[src/rtl/char_rom_num_bcd.sv]
// Multi-digit numeric text source: sequential binary-to-BCD conversion into a
// double-buffered display register, served as ASCII per 16x16 overlay cell.

module char_rom_num_bcd_add3 (
  input  logic [3:0] i_nib,
  output logic [3:0] o_nib
);
  assign o_nib = (i_nib >= 4'd5) ? i_nib + 4'd3 : i_nib;
endmodule

module char_rom_num_bcd #(
  parameter int DIGITS   = 4,
  parameter int BIN_W    = 14,
  parameter int BLANK_LZ = 1
) (
  input  logic             clk,
  input  logic             rst,
  input  logic [BIN_W-1:0] value,
  input  logic             load,
  output logic             busy,
  output logic             done,
  output logic             overflow,
  input  logic [7:0]       char_xy,
  output logic [6:0]       char_code
);

  localparam int         BCD_W  = 4 * DIGITS;
  localparam int         CNT_W  = (BIN_W < 2) ? 1 : $clog2(BIN_W);
  localparam logic [3:0] LAST_X = 4'(DIGITS - 1);

  typedef enum logic [1:0] {S_IDLE, S_CONV, S_COMMIT} state_t;

  state_t           r_state, w_next;
  logic [BIN_W-1:0] r_shift;
  logic [BCD_W-1:0] r_bcd, r_disp;
  logic [CNT_W-1:0] r_cnt;
  logic             r_wovf, r_ovf;
  logic [6:0]       r_code;

  logic [BCD_W-1:0] w_adj, w_bcd_nxt;
  logic             w_out_bit, w_last;

  // Per-digit add-3 correction ahead of each shift
  for (genvar g = 0; g < DIGITS; g++) begin : g_dig
    char_rom_num_bcd_add3 u_add3 (
      .i_nib (r_bcd[4*g +: 4]),
      .o_nib (w_adj[4*g +: 4])
    );
  end

  assign w_bcd_nxt = {w_adj[BCD_W-2:0], r_shift[BIN_W-1]};
  assign w_out_bit = w_adj[BCD_W-1];
  assign w_last    = (r_cnt == CNT_W'(BIN_W - 1));

  always_ff @(posedge clk or posedge rst) begin
    if (rst) r_state <= S_IDLE;
    else     r_state <= w_next;
  end

  always_comb begin
    w_next = r_state;
    busy   = 1'b0;
    done   = 1'b0;
    case (r_state)
      S_IDLE:   if (load) w_next = S_CONV;
      S_CONV: begin
        busy = 1'b1;
        if (w_last) w_next = S_COMMIT;
      end
      S_COMMIT: begin
        busy   = 1'b1;
        done   = 1'b1;
        w_next = S_IDLE;
      end
      default:  w_next = S_IDLE;
    endcase
  end

  // The final shift lands directly in the display register so the display
  // changes on the same edge that enters COMMIT and raises done.
  always_ff @(posedge clk or posedge rst) begin
    if (rst) begin
      r_shift <= '0;
      r_bcd   <= '0;
      r_cnt   <= '0;
      r_wovf  <= 1'b0;
      r_disp  <= '0;
      r_ovf   <= 1'b0;
    end else begin
      case (r_state)
        S_IDLE: if (load) begin
          r_shift <= value;
          r_bcd   <= '0;
          r_cnt   <= '0;
          r_wovf  <= 1'b0;
        end
        S_CONV: begin
          r_bcd   <= w_bcd_nxt;
          r_shift <= r_shift << 1;
          r_cnt   <= r_cnt + CNT_W'(1);
          r_wovf  <= r_wovf | w_out_bit;
          if (w_last) begin
            r_disp <= w_bcd_nxt;
            r_ovf  <= r_wovf | w_out_bit;
          end
        end
        default: ;
      endcase
    end
  end

  assign overflow = r_ovf;

  logic [3:0] w_x, w_y, w_nib;
  logic       w_lz;
  logic [6:0] w_code;

  assign w_x = char_xy[3:0];
  assign w_y = char_xy[7:4];

  always_comb begin
    w_nib  = 4'd0;
    w_lz   = 1'b1;
    w_code = 7'h20;
    // w_lz: every digit from the MSD down to column x is zero
    for (int i = 0; i < DIGITS; i++) begin
      if (4'(i) <= w_x && r_disp[4*(DIGITS-1-i) +: 4] != 4'd0) w_lz = 1'b0;
      if (4'(i) == w_x) w_nib = r_disp[4*(DIGITS-1-i) +: 4];
    end
    if (w_y == 4'd0 && w_x <= LAST_X) begin
      if (r_ovf)                                    w_code = 7'h2D;
      else if (w_nib > 4'd9)                        w_code = 7'h30;
      else if (BLANK_LZ != 0 && w_x != LAST_X && w_lz) w_code = 7'h20;
      else                                          w_code = 7'h30 + {3'b000, w_nib};
    end
  end

  always_ff @(posedge clk or posedge rst) begin
    if (rst) r_code <= 7'h20;
    else     r_code <= w_code;
  end

  assign char_code = r_code;

endmodule

[config.mk]
export PLATFORM = sky130hd
export DESIGN_NAME = char_rom_num_bcd
export DESIGN_NICKNAME = d
export VERILOG_FILES = /design/src/rtl/char_rom_num_bcd.sv
export SDC_FILE = /design/constraint.sdc
export NUM_CORES = 1
export LEC_CHECK = 0
export CAP_MARGIN = 20
export CORE_MARGIN = 1.5
export CORE_UTILIZATION = 56
export CTS_CLUSTER_DIAMETER = 150
export DETAILED_ROUTE_END_ITERATION = 7
export PLACE_DENSITY = 0.8
export SLEW_MARGIN = 20
export SYNTH_ARGS = -nofsm -noshare
export SYNTH_HDL_FRONTEND = slang
export SYNTH_HIERARCHICAL = 1
export SYNTH_SLANG_ARGS = --single-unit
[constraint.sdc]
create_clock -name clk -period 2.5 [get_ports clk]
set_input_delay 0.5 -clock clk [delete_from_list [all_inputs] [get_ports clk]]
set_output_delay 0.5 -clock clk [all_outputs]
set_load 0.01 [all_outputs]
; ---- Word-level counts from Yosys, hierarchy flattened
; Index checks and enable logic that the tools add are counted.
; Widths: inputs -> output; s select.
[word_totals]
register_bits = 61
latch_bits = 0
mem_bits_rw = 0
rom_bits = 0
output_inout_bits = 10
word_cells = 81
mem_count = 0
[classes]
n_addsub = 6
mul = 0
div = 0
n_lt_le_gt_ge = 10
eq_ne = 9
shifts = 0
muxes = 29
n_bitwise = 1
reduce_logical = 18
[op_table]
columns = op, count
row1 = $mux 4, 9
row2 = $pmux 16 s2, 1
row3 = $mux 7, 4
row4 = $pmux 14 s2, 1
row5 = $add 4x2->4 const B, 4
row6 = $ge 4x3->1 const B, 4
row7 = $mux 16, 1
row8 = $reduce_bool 4->1, 4
row9 = $mux 14, 1
row10 = $eq 2x4->1 const A, 2
row11 = $le 1x4->1 const A, 2
row12 = $le 2x4->1 const A, 2
row13 = $logic_not 4->1, 2
row14 = $pmux 4 s2, 1
row15 = $add 6x4->7 const A, 1
row16 = $mux 1, 7
row17 = $logic_and 1x1->1, 6
row18 = $reduce_and 2->1, 3
row19 = $add 4x1->4 const B, 1
row20 = $eq 1x4->1 const A, 1
row21 = $eq 4x4->1 const B, 1
row22 = $gt 4x4->1 const B, 1
row23 = $le 4x2->1 const B, 1
row24 = $mux 2, 2
row25 = 10 further kinds, 11

; ---- Depth between registers and ports, before layout
[depth]
word_depth = 11
depth_mapped = 7
depth_no_buf = 7

; ---- Modules after synthesis
; Netlist, hierarchy kept.
[modules_own_cells]
columns = mod, instances, cells_per_inst, area_each_um2
row1 = char_rom_num_bcd, 1, 219, 2651.3
row2 = char_rom_num_bcd_add3, 4, 16, 101.3

; ---- Worst setup path after synthesis
; Ideal clock, no wire load.
[synth_timing]
kind = in2reg
start = input char_xy[0]
end = register r_code[0] (netlist: char_code[0])
setup_time_ps = 125
arrival_ps = 1555
required_ps = 2375
setup_slack_ps = 819
stages = 4
path_buffers = 1
path_cell_list = clkbuf_1 -> mux4_1 -> o211ai_1 -> a21oi_1
[synth_via]
elab_chain_cells = 11
elab_cells_between_ends = 30
[synth_lines]
columns = item, line_no
row1 = from (decl), 23  ; input logic [7:0] char_xy,
row2 = branches (longest 10 deep; another with $add 6x4->7), --
row3 = $mux 7 (*), 130  ; if (w_y == 4'd0 && w_x <= LAST_X) begin
row4 = named net w_code[0], 116  ; logic [6:0] w_code;
row5 = to (signal assigned), 140  ; else r_code <= w_code;
row6 = to (decl), 38  ; logic [6:0] r_code;
; Mark *: on every way through the listed nets, which the timed path passes.
; A chain may end at the register's enable or synchronous reset.

; ---- Worst setup path after layout
[layout_timing]
start = register r_state[0]
end = output busy
[layout_via]
elab_chain_cells = 3
elab_cells_between_ends = 4
[layout_lines]
columns = item, line_no
row1 = from (decl), 33  ; state_t r_state, w_next;
row2 = from (signal assigned), 57  ; else r_state <= w_next;
row3 = $eq 2x1->1 or $eq 2x2->1 (tied branches), 64  ; case (r_state)
row4 = $reduce_or 2->1 (no source line) (*), --
row5 = $mux 1 (*), 64
row6 = to (decl), 20  ; output logic busy,
; Mark *: on every way between the ends. The rest lies on a longest branch, timed or not.

==> reports/results.tsv <==
metric	value	unit
synth_fa_ha_area_frac	0.0532	
numCtsBuffers	9	
cts_tree	done	
wire_per_inst	14.6	um
rr_worst_depth	5	
critPathMaxFanout	3	
tightest_slew	0.897	ns
rsz0062_at_grt	no	
avgSynthCellArea	10.8	um2
antenna_found_initial	0	
worst_setup_path_end_kind	primary output	
synthMuxAreaShare	0.160	
synth.most_common_cell	dfrtp_1	
drt_iter0_markers	116	
via_per_inst	5.59	
wl	5740	um
chipWidth	76.9	um
ys_ff_latch	59	
worst_r2r_endpoint	r_bcd[8]	
synthArstFlopShare	1.00	
reg2reg_slack	0.51	ns
grt_pass1_wl	9700	um
drive_gt1_frac	0.137	
grt_overflow	0	
clockBufferDepth	2	
htreeDepth	3	
drv_cap	0	
port_buffers	32	
antennaDiodeCount	0	
synth-main-ff-cell	dfrtp_1	
worstHoldStart	r_shift[5]	
syn_area	3060	um2
crit_buf_inv	2	
fmax	0.484	GHz
io_pins	35	
arrival	1.57	ns
slew_headroom	0.402	
yosysWarningCount	6	
dieArea	5910	um2
p_per_area	932	nW/um2
post-dp-hpwl	4040	um
cts_sinks	59	
p_leak	1.72	nW
place.gp.congestion	0.850	
synth_area_leader_cell	dfrtp_1	
worstSkewPairLatency	0.34	ns
path_delay_family	buffers and inverters	
hold_viol_final	0	
cts_setup_buffers	0	
period_minus_slack	2.07	ns
path_clk_slew	0.06	ns
grt_max_degree	60	
ys_seq_area_frac	0.483	
vias	2191	
r2r_start	r_state[0]	
drv_slew	0	
syn2layout_area_growth	19.2	%
hold_path_depth	2	
clock-skew-final	0.00672	ns
hold_class	flop to flop	
synth_top_area_share	0.483	
cp_slowest_cell	clkdlybuf4s50_1	
hold_buffers	0	
setup_violations	0	
synth_compound_area_frac	0.141	
vdd_drop_max	683	uV
synth.area.top_cells	dfrtp_1, mux2i_1, mux2_2	
drt_first_pass_iters	4	
worst-setup-path-type	flop to primary output	
period_share	0.827	
cp.required	2.00	ns
rows	26	
ant_nets	0	
syn_nets	321	
synthTopCellsByCount	dfrtp_1, nand2_1, o21ai_0	
whs	0.484	ns
synthCells	283	
chipHeight	76.9	um
synthSimpleGateAreaFrac	0.106	
startpoint_type	flop	
cts_resized	0	
coreArea	5170	um2
status	completed	
grt_pass1_vias	2073	
min_to	r_shift[5]	
max_stage_delay	0.52	ns
drc	0	
synth_edf_count	0	
synthXorXnorAreaFrac	0.0115	
start_util	0.591	
nets	355	
crit_chain	inv_1 -> ha_1 -> clkdlybuf4s50_1	
synth_cell_types	34	
track_usage	0.213	
tns	0	ns
synth_top_family_by_area	multiplexers	
cts_root_buf	clkbuf_8	
==> layer usage <==
layer | up-vias | part of all wire | track usage | routed length (um)
met4 | 0 | 0.016 | 0.0759 | 93
met1 | 1064 | 0.47 | 0.285 | 2720
li1 | 1060 | - | - | -
met2 | 58 | 0.47 | 0.331 | 2700
met3 | 9 | 0.040 | 0.0607 | 228
met5 | - | 0 | 0 | 0
==> metrics by stage <==
stage / setup WS, ns / cell area, um2 / power, W / std cells / utilization
2_1_floorplan: 0.544 / 3060 / 0.00227 / 283 / -
3_3_place_gp: 0.308 / 3450 / 0.00253 / 376 / 0.667
3_5_place_dp: 0.231 / 3450 / 0.00259 / 376 / 0.667
4_1_cts: 0.407 / 3640 / 0.00342 / 392 / 0.704
5_1_grt: 0.326 / 3640 / 0.00365 / 392 / 0.704
6_report: 0.433 / 3640 / 0.00339 / 392 / 0.704
==> layout by cell type, fill, tap and decap left out, drive strengths merged <==
cell type and instances:
xnor2 4, a22o 18, clkbuf 15, nand2 39
ha 13, a21oi 12, nor4 2, a21o 1
mux2 16, nor2b 2, clkinv 1, buf 5
and2 1, nand4 1, nand2b 9, mux4 5
a311oi 1, dfrtp 59, o21ai 26, conb 2
inv 15, o211ai 2, nor2 15, a31oi 2
clkdlybuf4s50 32, mux2i 18, o22ai 1, nor3 2
nand3 2, a2111oi 1
==> logic make-up (layout without fill, tap and decap cells) <==
| logic type | count (synthesis) | count (layout) |
|---|---|---|
| other cells | 2 | 2 |
| xor+xnor | 4 | 4 |
| simple gates | 73 | 73 |
| flops | 59 | 59 |
| mux | 39 | 39 |
| fa+ha+maj | 13 | 13 |
| compound gates | 64 | 64 |
| buf+inv | 29 | 68 |
==> layout make-up <==
class	instances	area, um2
multi-input combinational	195	1450
inverter	15	56.3
tap	70	87.6
clock inverter	1	5.00
timing repair buffer	37	383
clock buffer	15	186
sequential	59	1480
fill	375	1530
==> flip-flops by register name, summed over array words and instances, names as in the netlist <==
signal,flops
char_code,5
overflow,1
r_bcd,16
r_cnt,4
r_disp,16
r_shift,14
r_state,2
r_wovf,1
==> worst reg2reg max path, stage by stage (launching register included) <==
cell and delay [ns]:
dfrtp_1 0.37, inv_1 0.07, ha_1 0.28, nand2b_1 0.21, and2_0 0.75, a22o_1 0.25
==> how the worst max path moves through the flow <==
stage	startpoint	to	slack [ns]	depth (start not counted)
floorplan	rst	char_code[0]	0.54	1
global placement	load	r_bcd[1]	0.31	4
detailed placement	load	r_bcd[8]	0.23	4
CTS	r_state[0]	busy	0.41	3
global route	r_state[0]	r_bcd[8]	0.33	5
finish	r_state[0]	busy	0.43	3
==> where the power goes <==
part | switching [W] | total [W] | internal (W)
Combinational | 0.000668 | 0.00119 | 0.000520
Clock | 0.000353 | 0.000821 | 0.000467
Sequential | 0.000203 | 0.00138 | 0.00118
Total | 0.00122 | 0.00339 | 0.00217
No activity file was read; power rests on OpenSTA's default activity.
